## config.mk

```make
export PLATFORM = sky130hd
export DESIGN_NAME = id_ex_reg
export DESIGN_NICKNAME = d
export VERILOG_FILES = /design/src/rtl/miniRV_pkg.sv /design/src/rtl/fwd_sel.sv /design/src/rtl/id_ex_reg.sv
export SDC_FILE = /design/constraint.sdc
export NUM_CORES = 1
export LEC_CHECK = 0
export BUFFER_PORTS_ARGS = -buffer_cell sky130_fd_sc_hd__buf_4
export CAP_MARGIN = 20
export CELL_PAD_IN_SITES_DETAIL_PLACEMENT = 1
export CELL_PAD_IN_SITES_GLOBAL_PLACEMENT = 1
export CORE_UTILIZATION = 37
export DETAILED_ROUTE_END_ITERATION = 7
export PLACE_DENSITY = 0.78
export SETUP_SLACK_MARGIN = 0.05
export SLEW_MARGIN = 20
export SYNTH_ARGS = -nofsm -noshare
export SYNTH_HDL_FRONTEND = slang
export SYNTH_HIERARCHICAL = 1
export SYNTH_SLANG_ARGS = --single-unit
```

## constraint.sdc

```tcl
create_clock -name clk_i -period 5.2 [get_ports clk_i]
set_input_delay 0.26 -clock clk_i [delete_from_list [all_inputs] [get_ports clk_i]]
set_output_delay 0.26 -clock clk_i [all_outputs]
set_load 0.02 [all_outputs]
```

## src/rtl/miniRV_pkg.sv

```systemverilog
// miniRV shared definitions: datapath width, ALU opcode encodings and the
// register-index match helper used by forwarding and hazard detection.
package miniRV_pkg;

   localparam int XLEN      = 32;
   localparam int REG_IDX_W = 5;

   // ALU opcode encodings carried through the pipeline on 5 bits
   localparam logic [4:0] ALU_ADD  = 5'd0;
   localparam logic [4:0] ALU_SUB  = 5'd1;
   localparam logic [4:0] ALU_AND  = 5'd2;
   localparam logic [4:0] ALU_OR   = 5'd3;
   localparam logic [4:0] ALU_XOR  = 5'd4;
   localparam logic [4:0] ALU_SLL  = 5'd5;
   localparam logic [4:0] ALU_SRL  = 5'd6;
   localparam logic [4:0] ALU_SRA  = 5'd7;
   localparam logic [4:0] ALU_SLT  = 5'd8;
   localparam logic [4:0] ALU_SLTU = 5'd9;

   // True when a producer index names the same architectural register as a
   // consumer index; x0 is hard-wired to zero and never matches.
   function automatic logic idx_match(input logic [REG_IDX_W-1:0] prod_rd,
                                      input logic [REG_IDX_W-1:0] cons_rs);
      return (prod_rd != '0) && (prod_rd == cons_rs);
   endfunction

endpackage

```

## src/rtl/fwd_sel.sv

```systemverilog
// fwd_sel: per-operand forwarding priority mux. EX/MEM beats MEM/WB, which
// beats the register-file value. The hit flags report a raw index match
// against each source even when fwd_en_i is low, so the non-forwarding build
// can reuse them for RAW hazard detection.
module fwd_sel
   import miniRV_pkg::*;
#(
   parameter int W = XLEN
) (
   input  logic                 fwd_en_i,
   input  logic [REG_IDX_W-1:0] rs_i,
   input  logic [W-1:0]         rf_data_i,
   input  logic [REG_IDX_W-1:0] exmem_rd_i,
   input  logic                 exmem_wb_en_i,
   input  logic [W-1:0]         exmem_data_i,
   input  logic [REG_IDX_W-1:0] memwb_rd_i,
   input  logic                 memwb_wb_en_i,
   input  logic [W-1:0]         memwb_data_i,
   output logic [W-1:0]         data_o,
   output logic                 exmem_hit_o,
   output logic                 memwb_hit_o
);

   logic w_exmem_hit;
   logic w_memwb_hit;

   assign w_exmem_hit = exmem_wb_en_i & idx_match(exmem_rd_i, rs_i);
   assign w_memwb_hit = memwb_wb_en_i & idx_match(memwb_rd_i, rs_i);

   assign exmem_hit_o = w_exmem_hit;
   assign memwb_hit_o = w_memwb_hit;

   // Priority select: youngest producer (EX/MEM) first, then MEM/WB, else RF
   always_comb begin
      data_o = rf_data_i;
      if (fwd_en_i && w_exmem_hit) begin
         data_o = exmem_data_i;
      end else if (fwd_en_i && w_memwb_hit) begin
         data_o = memwb_data_i;
      end
   end

endmodule

```

## src/rtl/id_ex_reg.sv

```systemverilog
// id_ex_reg: ID/EX pipeline register with operand forwarding and load-use
// hazard detection.
// Build option: define MINIRV_FWD_EN to enable operand forwarding. Without
// it, operands always come from the register file and any RAW dependency on
// EX, EX/MEM or MEM/WB raises hazard_stall_o and inserts a bubble.
//
// Pipeline semantics: ex_valid_o marks the EX slot as holding a live
// instruction. Each rising edge applies, highest first: flush_i (kill the
// slot), stall_i (hold the slot, refreshing held operands from forward
// sources), hazard (insert a bubble while decode holds), else capture decode.
module id_ex_reg
   import miniRV_pkg::*;
#(
   parameter int XLEN = miniRV_pkg::XLEN
) (
   input  logic            clk_i,
   input  logic            rst_i,
   input  logic            id_valid_i,
   input  logic [XLEN-1:0] id_pc_i,
   input  logic [XLEN-1:0] id_rs1_data_i,
   input  logic [XLEN-1:0] id_rs2_data_i,
   input  logic [XLEN-1:0] id_imm_i,
   input  logic [4:0]      id_rs1_i,
   input  logic [4:0]      id_rs2_i,
   input  logic [4:0]      id_rd_i,
   input  logic [4:0]      id_alu_op_i,
   input  logic            id_b_imm_i,
   input  logic            id_wb_en_i,
   input  logic            id_mem_rd_i,
   input  logic            id_mem_wr_i,
   input  logic            stall_i,
   input  logic            flush_i,
   input  logic [4:0]      exmem_rd_i,
   input  logic            exmem_wb_en_i,
   input  logic [XLEN-1:0] exmem_data_i,
   input  logic [4:0]      memwb_rd_i,
   input  logic            memwb_wb_en_i,
   input  logic [XLEN-1:0] memwb_data_i,
   output logic            ex_valid_o,
   output logic [XLEN-1:0] ex_pc_o,
   output logic [XLEN-1:0] ex_alu_a_o,
   output logic [XLEN-1:0] ex_alu_b_o,
   output logic [XLEN-1:0] ex_rs2_data_o,
   output logic [4:0]      ex_alu_op_o,
   output logic [4:0]      ex_rd_o,
   output logic            ex_wb_en_o,
   output logic            ex_mem_rd_o,
   output logic            ex_mem_wr_o,
   output logic            hazard_stall_o
);

`ifdef MINIRV_FWD_EN
   localparam logic FWD_EN = 1'b1;
`else
   localparam logic FWD_EN = 1'b0;
`endif

   logic            r_valid;
   logic [XLEN-1:0] r_pc;
   logic [XLEN-1:0] r_alu_a;
   logic [XLEN-1:0] r_alu_b;
   logic [XLEN-1:0] r_rs2_data;
   logic [4:0]      r_alu_op;
   logic [4:0]      r_rd;
   logic            r_wb_en;
   logic            r_mem_rd;
   logic            r_mem_wr;
   // Source indices and B-select of the held instruction, needed to refresh
   // its operands from forward sources while the slot is stalled.
   logic [4:0]      r_rs1;
   logic [4:0]      r_rs2;
   logic            r_b_imm;

   logic [4:0]      w_rs1_idx;
   logic [4:0]      w_rs2_idx;
   logic [XLEN-1:0] w_rs1_fwd;
   logic [XLEN-1:0] w_rs2_fwd;
   logic            w_rs1_exmem_hit;
   logic            w_rs1_memwb_hit;
   logic            w_rs2_exmem_hit;
   logic            w_rs2_memwb_hit;
   logic            w_rs1_hit;
   logic            w_rs2_hit;
   logic            w_load_use;
   logic            w_hazard;

   // While stalled the forward muxes look at the held instruction's sources;
   // otherwise at the instruction being decoded.
   assign w_rs1_idx = (FWD_EN && stall_i) ? r_rs1 : id_rs1_i;
   assign w_rs2_idx = (FWD_EN && stall_i) ? r_rs2 : id_rs2_i;

   fwd_sel #(.W(XLEN)) u_fwd_rs1 (
      .fwd_en_i      (FWD_EN),
      .rs_i          (w_rs1_idx),
      .rf_data_i     (id_rs1_data_i),
      .exmem_rd_i    (exmem_rd_i),
      .exmem_wb_en_i (exmem_wb_en_i),
      .exmem_data_i  (exmem_data_i),
      .memwb_rd_i    (memwb_rd_i),
      .memwb_wb_en_i (memwb_wb_en_i),
      .memwb_data_i  (memwb_data_i),
      .data_o        (w_rs1_fwd),
      .exmem_hit_o   (w_rs1_exmem_hit),
      .memwb_hit_o   (w_rs1_memwb_hit)
   );

   fwd_sel #(.W(XLEN)) u_fwd_rs2 (
      .fwd_en_i      (FWD_EN),
      .rs_i          (w_rs2_idx),
      .rf_data_i     (id_rs2_data_i),
      .exmem_rd_i    (exmem_rd_i),
      .exmem_wb_en_i (exmem_wb_en_i),
      .exmem_data_i  (exmem_data_i),
      .memwb_rd_i    (memwb_rd_i),
      .memwb_wb_en_i (memwb_wb_en_i),
      .memwb_data_i  (memwb_data_i),
      .data_o        (w_rs2_fwd),
      .exmem_hit_o   (w_rs2_exmem_hit),
      .memwb_hit_o   (w_rs2_memwb_hit)
   );

   assign w_rs1_hit = w_rs1_exmem_hit | w_rs1_memwb_hit;
   assign w_rs2_hit = w_rs2_exmem_hit | w_rs2_memwb_hit;

   // A load in EX cannot forward its data in time for a dependent in ID.
   assign w_load_use = r_valid & r_mem_rd & (r_rd != 5'd0) & id_valid_i &
                       ((r_rd == id_rs1_i) | (r_rd == id_rs2_i));

`ifdef MINIRV_FWD_EN
   assign w_hazard = w_load_use;
`else
   // Without forwarding every in-flight producer of a source must drain first.
   logic w_ex_raw;
   assign w_ex_raw = r_valid & r_wb_en &
                     (idx_match(r_rd, id_rs1_i) | idx_match(r_rd, id_rs2_i));
   assign w_hazard = w_load_use |
                     (id_valid_i & (w_ex_raw | w_rs1_hit | w_rs2_hit));
`endif

   assign hazard_stall_o = w_hazard;

   // Pipeline slot update: reset, then flush > stall > bubble > capture
   always_ff @(posedge clk_i or posedge rst_i) begin
      if (rst_i) begin
         r_valid    <= 1'b0;
         r_pc       <= '0;
         r_alu_a    <= '0;
         r_alu_b    <= '0;
         r_rs2_data <= '0;
         r_alu_op   <= '0;
         r_rd       <= '0;
         r_wb_en    <= 1'b0;
         r_mem_rd   <= 1'b0;
         r_mem_wr   <= 1'b0;
         r_rs1      <= '0;
         r_rs2      <= '0;
         r_b_imm    <= 1'b0;
      end else if (flush_i) begin
         r_valid  <= 1'b0;
         r_wb_en  <= 1'b0;
         r_mem_rd <= 1'b0;
         r_mem_wr <= 1'b0;
      end else if (stall_i) begin
         if (FWD_EN && w_rs1_hit) begin
            r_alu_a <= w_rs1_fwd;
         end
         if (FWD_EN && w_rs2_hit) begin
            r_rs2_data <= w_rs2_fwd;
            if (!r_b_imm) begin
               r_alu_b <= w_rs2_fwd;
            end
         end
      end else if (w_hazard) begin
         r_valid  <= 1'b0;
         r_wb_en  <= 1'b0;
         r_mem_rd <= 1'b0;
         r_mem_wr <= 1'b0;
      end else begin
         r_valid    <= id_valid_i;
         r_pc       <= id_pc_i;
         r_alu_a    <= w_rs1_fwd;
         r_alu_b    <= id_b_imm_i ? id_imm_i : w_rs2_fwd;
         r_rs2_data <= w_rs2_fwd;
         r_alu_op   <= id_alu_op_i;
         r_rd       <= id_rd_i;
         r_wb_en    <= id_valid_i & id_wb_en_i;
         r_mem_rd   <= id_valid_i & id_mem_rd_i;
         r_mem_wr   <= id_valid_i & id_mem_wr_i;
         r_rs1      <= id_rs1_i;
         r_rs2      <= id_rs2_i;
         r_b_imm    <= id_b_imm_i;
      end
   end

   assign ex_valid_o    = r_valid;
   assign ex_pc_o       = r_pc;
   assign ex_alu_a_o    = r_alu_a;
   assign ex_alu_b_o    = r_alu_b;
   assign ex_rs2_data_o = r_rs2_data;
   assign ex_alu_op_o   = r_alu_op;
   assign ex_rd_o       = r_rd;
   assign ex_wb_en_o    = r_wb_en;
   assign ex_mem_rd_o   = r_mem_rd;
   assign ex_mem_wr_o   = r_mem_wr;

endmodule

```

; Word level (Yosys, flattened, before mapping)
; Index checks and enable logic that the tools add are counted.
[classes]
bitwise_logic = 24
n_reduce_logical = 10
order_cmp = 0
n_eq_ne = 7
add_sub_neg = 0
div = 0
n_mux = 13
shifts = 0
mul = 0
[op_table]
columns = cell, n
row1 = $mux W32, 1
row2 = $eq A5 B5 Y1, 6
row3 = $reduce_bool A5 Y1, 3
row4 = $and A1 B1 Y1, 14
row5 = $mux W1, 12
row6 = $or A1 B1 Y1, 7
row7 = $logic_and A1 B1 Y1, 6
row8 = $not A1 Y1, 3
row9 = $reduce_and A3 Y1, 1
row10 = $ne A2 B1 Y1 const B, 1
[totals]
ram_bits = 0
output_inout_bits = 143
n_memories = 0
romBits = 0
latchBits = 0
regBits = 142
in_bits = 233

; Logic depth before layout (Yosys ltp)
; Gate-level depths: netlist (run 1).
[logic_depth]
depth_word = 11
mapped_depth = 13

; By module
; The synthesis (run 1) kept the hierarchy.
[by_module_without_submodules]
columns = module, area_per_inst_um2, instances, seq_area_each_um2, cells_each
row1 = id_ex_reg, 8261.7, 1, 3553.4, 936
row2 = fwd_sel, 1539.0, 2, 0.0, 226

; Least setup slack after synthesis (run 1)
; Ideal clock, no wire load.
[synth_path]
path_type = input to register
from = in memwb_rd_i[1]
to = reg r_alu_a[10] (netlist: ex_alu_a_o[10])
setup_slack_ns = 2.342
n_path_buf = 5
setup_time_ns = 0.138
required_ns = 5.062
path_stages = 12
t_arrival_ns = 2.719
path_cell_list = or4_1 nor2_2 buf_6 buf_12 buf_12 nor3_1 or4_4 a21o_1 buf_2 buf_6 a22oi_1 o211ai_1
[synth_via]
elab_chain_len = 10
elab_cells_between_ends = 15
cone_classes = 2 x eq/ne / 9 x bitwise / 4 x reduce/logical
[synth_rtl]
columns = element, line_no
row1 = start: declaration, id_ex_reg.sv:36  ; input logic [4:0] memwb_rd_i,
row2 = $eq A5 B5 Y1 or $reduce_bool A5 Y1 (tied branches), miniRV_pkg.sv:24  ; return (prod_rd != '0) && (prod_rd == cons_rs);
row3 = $logic_and A1 B1 Y1 *, miniRV_pkg.sv:24
row4 = $and A1 B1 Y1 *, fwd_sel.sv:28  ; assign w_memwb_hit = memwb_wb_en_i & idx_match(memwb_rd_i, rs_i);
row5 = net w_rs1_memwb_hit, id_ex_reg.sv:79  ; logic w_rs1_memwb_hit;
row6 = $or A1 B1 Y1 *, id_ex_reg.sv:122  ; assign w_rs1_hit = w_rs1_exmem_hit | w_rs1_memwb_hit;
row7 = $or A1 B1 Y1 * (2 in series), id_ex_reg.sv:137  ; (id_valid_i & (w_ex_raw | w_rs1_hit | w_rs2_hit));
row8 = $and A1 B1 Y1 *, id_ex_reg.sv:137
row9 = $or A1 B1 Y1 *, id_ex_reg.sv:136  ; assign w_hazard = w_load_use |
row10 = $not A1 Y1 (no source line) *, --
row11 = $reduce_and A3 Y1 (no source line) *, --
row12 = end signal: assignment, id_ex_reg.sv:165  ; r_alu_a <= w_rs1_fwd;
row13 = end signal: assignment, id_ex_reg.sv:181  ; r_alu_a <= w_rs1_fwd;
row14 = end: declaration, id_ex_reg.sv:60  ; logic [XLEN-1:0] r_alu_a;
; The timed path passes the listed nets; every way through them passes the cells marked *.
; A chain may end at the register's enable or synchronous reset.

; Worst setup path after layout (run 1)
[layout_path]
from = in id_rs1_i[1]
to = reg r_rs2_data[7] (netlist: ex_rs2_data_o[7])
[layout_via]
elab_chain_len = 10
elab_cells_between_ends = 19
cone_classes = 3 x eq/ne / 12 x bitwise / 4 x reduce/logical
[layout_rtl]
columns = element, line_no
row1 = start: declaration, id_ex_reg.sv:23  ; input logic [4:0] id_rs1_i,
row2 = $eq A5 B5 Y1, miniRV_pkg.sv:24
row3 = $logic_and A1 B1 Y1, miniRV_pkg.sv:24
row4 = $and A1 B1 Y1, fwd_sel.sv:27  ; assign w_exmem_hit = exmem_wb_en_i & idx_match(exmem_rd_i, rs_i);
row5 = net w_rs1_exmem_hit, id_ex_reg.sv:78  ; logic w_rs1_exmem_hit;
row6 = $or A1 B1 Y1, id_ex_reg.sv:122
row7 = $or A1 B1 Y1 (2 in series), id_ex_reg.sv:137
row8 = $and A1 B1 Y1, id_ex_reg.sv:137
row9 = $or A1 B1 Y1, id_ex_reg.sv:136
row10 = $not A1 Y1 (no source line), --
row11 = $reduce_and A3 Y1 (no source line), --
row12 = end signal: assignment, id_ex_reg.sv:168  ; r_rs2_data <= w_rs2_fwd;
row13 = end signal: assignment, id_ex_reg.sv:183  ; r_rs2_data <= w_rs2_fwd;
row14 = end: declaration, id_ex_reg.sv:62  ; logic [XLEN-1:0] r_rs2_data;
; The timed path passes the listed nets, and every way through them passes these cells.

==> results of run 1 <==
[kinds of logic (layout without fill, tap and decap cells)]
logic type,Yosys count,after routing,synth area share
simple gates,496,496,0.227
compound gates,462,462,0.304
buf+inv,229,469,0.107
flops,142,142,0.313
mux,32,32,0.0282
xor+xnor,26,26,0.0201
other cells,1,4,0.000331
[layer usage]
| layer | vias up | share of wire | global-route usage |
|---|---|---|---|
| met5 | - | 0.00058 | 0 |
| met4 | 4 | 0.028 | 0.104 |
| met3 | 83 | 0.090 | 0.0756 |
| met2 | 630 | 0.46 | 0.521 |
| met1 | 6724 | 0.42 | 0.460 |
| li1 | 5913 | - | - |
[worst max-delay path: stages]
cell and delay, ps:
buf_4 140, or4_4 560, a21oi_4 140, buf_4 370
nor3_1 120, or4_4 580, a21o_4 450, buf_4 440
a22o_1 320, a311o_1 260
[power groups by stage]
stage                     logic (mW)  registers, mW  clock network (mW)
after floorplan                0.614           1.69                   0
final                           1.55           1.50                1.32
after global routing            1.65           1.52                1.36
after detailed placement        1.53           1.51                   0
after global placement          1.49           1.50                   0
after CTS                       1.53           1.49                1.33
[final cells by class]
| type | instances | area share |
|---|---|---|
| Multi-Input combinational cell | 1018 | 0.461 |
| Sequential cell | 142 | 0.245 |
| Timing Repair Buffer | 402 | 0.209 |
| Tap cell | 390 | 0.0337 |
| Clock buffer | 18 | 0.0296 |
| Clock inverter | 12 | 0.0113 |
| Inverter | 37 | 0.00993 |
| Antenna cell | 2 | 0.000345 |
[metrics by stage]
| step | cells | util | power, mW | setup WS (ps) |
|---|---|---|---|---|
| global placement | 1989 | 0.465 | 2.98 | 1450 |
| global route | 2021 | 0.485 | 4.53 | 1710 |
| CTS | 2019 | 0.485 | 4.35 | 1870 |
| floorplan | 1389 | - | 2.30 | 1130 |
| finish | 2021 | 0.485 | 4.36 | 1810 |
| detailed placement | 1989 | 0.465 | 3.04 | 1420 |
[cells in the final DEF, fill, tap and decap left out, types with 10 or more instances in the layout]
cell type	count
buf_4	401
nand2_1	239
dfrtp_1	142
nand4_1	95
a22oi_1	95
o211ai_1	95
or4_1	66
o41ai_1	64
nor4_1	64
a31oi_1	54
a21oi_1	44
inv_1	36
mux2i_1	32
a311oi_1	32
o21ai_0	31
xnor2_1	26
clkbuf_16	17
a22o_1	14
a311o_1	11
a31oi_2	10
[path summary, 6_finish.rpt]
| kind | startpoint | end | slack [ps] | cells past startpoint |
|---|---|---|---|---|
| worst max-delay path | id_rs1_i[1] | ex_rs2_data_o[7] | 1810 | 10 |
| worst min-delay path | rst_i | ex_alu_b_o[29] | -40 | 2 |
| worst max register to register | ex_rd_o[1] | ex_alu_a_o[2] | 2100 | 6 |
| worst min register to register | ex_valid_o | ex_valid_o | 520 | 1 |
| max in group asynchronous | rst_i | ex_rs2_data_o[11] | 3830 | 3 |
| min in group clk_i | id_wb_en_i | ex_wb_en_o | 50 | 2 |
[flip-flops by register name, indices dropped and copies added, names as in the netlist]
signal and count:
ex_alu_b_o 32, ex_alu_a_o 32, ex_valid_o 1, ex_wb_en_o 1
ex_rs2_data_o 32, ex_pc_o 32, ex_alu_op_o 5, ex_rd_o 5
ex_mem_rd_o 1, ex_mem_wr_o 1
==> qor.yml, run 1 <==
cts:
  cts_tree: "yes"
  numCtsBuffers: 17
  clock_latency_ps: 440
  cts_root_buf: "clkbuf_16"
  cts_buffer_depth: 2
  clk_pin_slew_ps: 70
  cts_max_level: 4
  hold_buffers: 0
  cts_setup_buffers: 0
  post_cts_resized: 0
  cts_sinks: 142
power:
  ir_drop_uv: 214
  seq_power_share: 0.343
  p_switching_mw: 1.68
  p_leak_nw: 5.64
  pwr-share-clk: 0.302
  pwr-share-comb: 0.355
  power_density_nw_per_um2: 301
  internal-power_mw: 2.68
  switching_share: 0.386
timing:
  slew-limit-headroom: 0.0956
  fin_setup_tns_ps: 0
  min_period_over_period: 0.653
  max_freq_ghz: 0.295
  grt_setup_unrepaired: "false"
  layout_min_cycle_time_ps: 3390
  setup_viol: 0
  final_max_slew_viol_count: 0
  skew_ps: 16.2
  hold_violations: 8
  whs_ps: -41.4
  tightest_slew_ps: 1350
yosys:
  ys_seq_area_frac: 0.313
  synth_edf_count: 0
  synth.most_common_cell: "nand2_1"
  synth_cell_types: 43
  async_flop_share: 1.00
  synth_top_cell_by_area: "dfrtp_1"
  synth-seq-cells: 142
  synthTopCellsByArea: "dfrtp_1, nand2_1, a22oi_1"
  yosys_most_used_dff: "dfrtp_1"
  ys_top_cells_by_count: "nand2_1, dfrtp_1"
  syn_inst: 1388
  syn_avg_cell_area_um2: 8.17
  synth_top_area_frac: 0.313
  yosys_warnings: 6
  netlist_area_um2: 11300
route:
  routed_wl_um: 53800
  drt-vias-per-instance: 6.61
  wl_per_cell_um: 26.6
  ant_nets: 0
  first_iter_violations: 1399
  dr.pass1.iters: 7
  drc_errors: 0
  vias: 13400
placement:
  gp_congestion: 0.948
  dp_hpwl_um: 36300
  port-buffer-count: 375
  placed_area_um2: 13900
critical_path:
  start_kind: "input pin"
  required_ps: 5510
  cp_data_arrival_time_ps: 3700
  crit_fanout: 57
  endpoint_kind: "flop"
  critical_path_class: "in2reg"
floorplan:
  die_y_um: 177
  io_pins: 376
  start_util: 0.380
  die_area_um2: 31400
  fp-row-count: 63
  die_w_um: 177
  core_area_um2: 29900
global_routing:
  grt_max_degree: 89
  grt_pass1_wl_um: 81500
  grt_overflow: 0
  antenna_found_initial: 4
  grt_pass1_vias: 12900
  grtUsageTotal: 0.336
cells_and_area:
  drive_gt1_frac: 0.283
  final_nets: 1851
  nFillCells: 3612
  fin_area_um2: 14500
  multi_input_area_um2: 6680
  regArea_um2: 3550
  synthToLayoutAreaGrowth_pct: 27.8
hold_path:
  hp-class: "in2async"
outcome:
  status: "complete, but fails checks"
  failed_checks: "negative hold slack"
job:
  maxCapViolCount: 0
Note: power is estimated with default switching activity, not from simulation.
==> inputs of run 2 (changes only) <==
==> constraint.sdc (replaced) <==
create_clock -name clk_i -period 3.4 [get_ports clk_i]
set_input_delay 0.17 -clock clk_i [delete_from_list [all_inputs] [get_ports clk_i]]
set_output_delay 0.17 -clock clk_i [all_outputs]
set_load 0.02 [all_outputs]
==> run 2 against run 1 <==
  * The flow now finishes without violations
  * Setup slack got worse by 1200 ps
  * Via count rose by 1.5%
  * Global-route usage barely moved
  * Count of clock-buffer cells in the layout rose by 1
  * First-iteration DRC count fell by 20%
  * Critical path depth fell by 4
  * Combinational power rose by 55%
  * Clock power rose by 54%
==> qor.yml, run 2 (synthesis results as in run 1) <==
floorplan:
  start_util: 0.380
  die_area_um2: 31400
  io_pins: 376
  core_area_um2: 29900
  die_w_um: 177
  fp-row-count: 63
  die_y_um: 177
timing:
  layout_min_cycle_time_ps: 2840
  final_max_slew_viol_count: 0
  slew-limit-headroom: 0.0486
  grt_setup_unrepaired: "false"
  max_freq_ghz: 0.353
  tightest_slew_ps: 1420
  skew_ps: 11.5
  setup_viol: 0
  hold_violations: 0
  min_period_over_period: 0.834
  setup_ws_ps: 564
  fin_setup_tns_ps: 0
  whs_ps: 6.93
cells_and_area:
  final_nets: 1882
  drive_gt1_frac: 0.279
  synthToLayoutAreaGrowth_pct: 31.1
  regArea_um2: 3550
  postLayoutCoreUtil: 0.498
  multi_input_area_um2: 6680
  mostFrequentLayoutCells: "buf_4, nand2_1, dfrtp_1"
  nFillCells: 3548
  final_common_cell: "buf_4"
  fin_area_um2: 14900
  instances_no_fill: 2054
route:
  ant_nets: 0
  first_iter_violations: 1113
  drt-vias-per-instance: 6.60
  wl_per_cell_um: 26.2
  vias: 13600
  dr.pass1.iters: 5
  drc_errors: 0
  routed_wl_um: 53900
critical_path:
  rr_startpoint: "ex_rd_o[1]"
  reg2reg_slack_ps: 920
  required_ps: 3230
  rr_endpoint: "ex_alu_b_o[8]"
  critical_path_class: "reg2out"
  worst_r2r_path_depth: 6
  start_kind: "flop"
  endpoint_kind: "output pin"
  crit_fanout: 49
  cp_data_arrival_time_ps: 2670
cts:
  clock_latency_ps: 430
  cts_tree: "yes"
  clk_pin_slew_ps: 70
  cts_sinks: 142
  cts_root_buf: "clkbuf_16"
  hold_buffers: 29
  numCtsBuffers: 17
  post_cts_resized: 0
  cts_max_level: 4
  cts_buffer_depth: 2
  cts_setup_buffers: 0
power:
  switching_share: 0.383
  power_density_nw_per_um2: 452
  internal-power_mw: 4.14
  fin_total_pwr_mw: 6.72
  seq_power_share: 0.341
  p_switching_mw: 2.57
  pwr-share-comb: 0.357
  p_leak_nw: 5.80
  ir_drop_uv: 292
  pwr-share-clk: 0.302
placement:
  dp.cells: 1991
  gp_congestion: 0.907
  placed_area_um2: 14000
  dp_hpwl_um: 36500
  port-buffer-count: 375
  dpl_worst_slack_ps: 386
global_routing:
  antenna_found_initial: 6
  grt_overflow: 0
  grt_pass1_wl_um: 81800
  grtUsageTotal: 0.336
  grt_max_degree: 140
  grt_pass1_vias: 13500
outcome:
  status: "finished, final reports clean"
hold_path:
  holdPathStages: 3
  hp-class: "in2reg"
  min_to: "ex_pc_o[12]"
  worstHoldStart: "id_pc_i[12]"
job:
  maxCapViolCount: 0
run 2: final cells by class:
type	instances	area share
clock inverter	12	0.0109
inverter	37	0.00959
timing repair buffer	433	0.229
clock buffer	19	0.0298
antenna	3	0.000505
sequential	142	0.239
tap	390	0.0328
multi-input combinational	1018	0.449
run 2: per-layer routing:
layer  global-route usage  vias to the layer above  part of all wire
met2                0.527                      652              0.46
met3               0.0883                       75             0.090
met5                    0                        -           0.00046
li1                     -                     5982                 -
met1                0.444                     6841              0.42
met4                0.112                        4             0.029
run 2: critical path, stage by stage, from the launching register on:
cell	delay [ps]
dfrtp_1	500
xnor2_1	280
nand2_1	130
o22ai_4	200
and2_4	640
o21a_1	270
buf_4	180
run 2: worst max-delay path by stage:
stage | startpoint | to | slack, ps | cells after the start
after CTS | ex_rd_o[1] | hazard_stall_o | 540 | 6
final | ex_rd_o[1] | hazard_stall_o | 560 | 6
after global routing | ex_rd_o[1] | hazard_stall_o | 470 | 6
after global placement | memwb_rd_i[1] | ex_rs2_data_o[28] | 490 | 9
after floorplan | memwb_rd_i[1] | ex_alu_a_o[10] | 630 | 12
after detailed placement | memwb_rd_i[1] | ex_alu_op_o[3] | 390 | 9
run 2: power by group through the flow:
stage / clock network [mW] / registers (mW) / logic, mW
CTS: 2.06 / 2.28 / 2.37
finish: 2.03 / 2.29 / 2.40
detailed placement: 0 / 2.31 / 2.34
global route: 2.12 / 2.32 / 2.55
global placement: 0 / 2.29 / 2.28
floorplan: 0 / 2.58 / 0.939
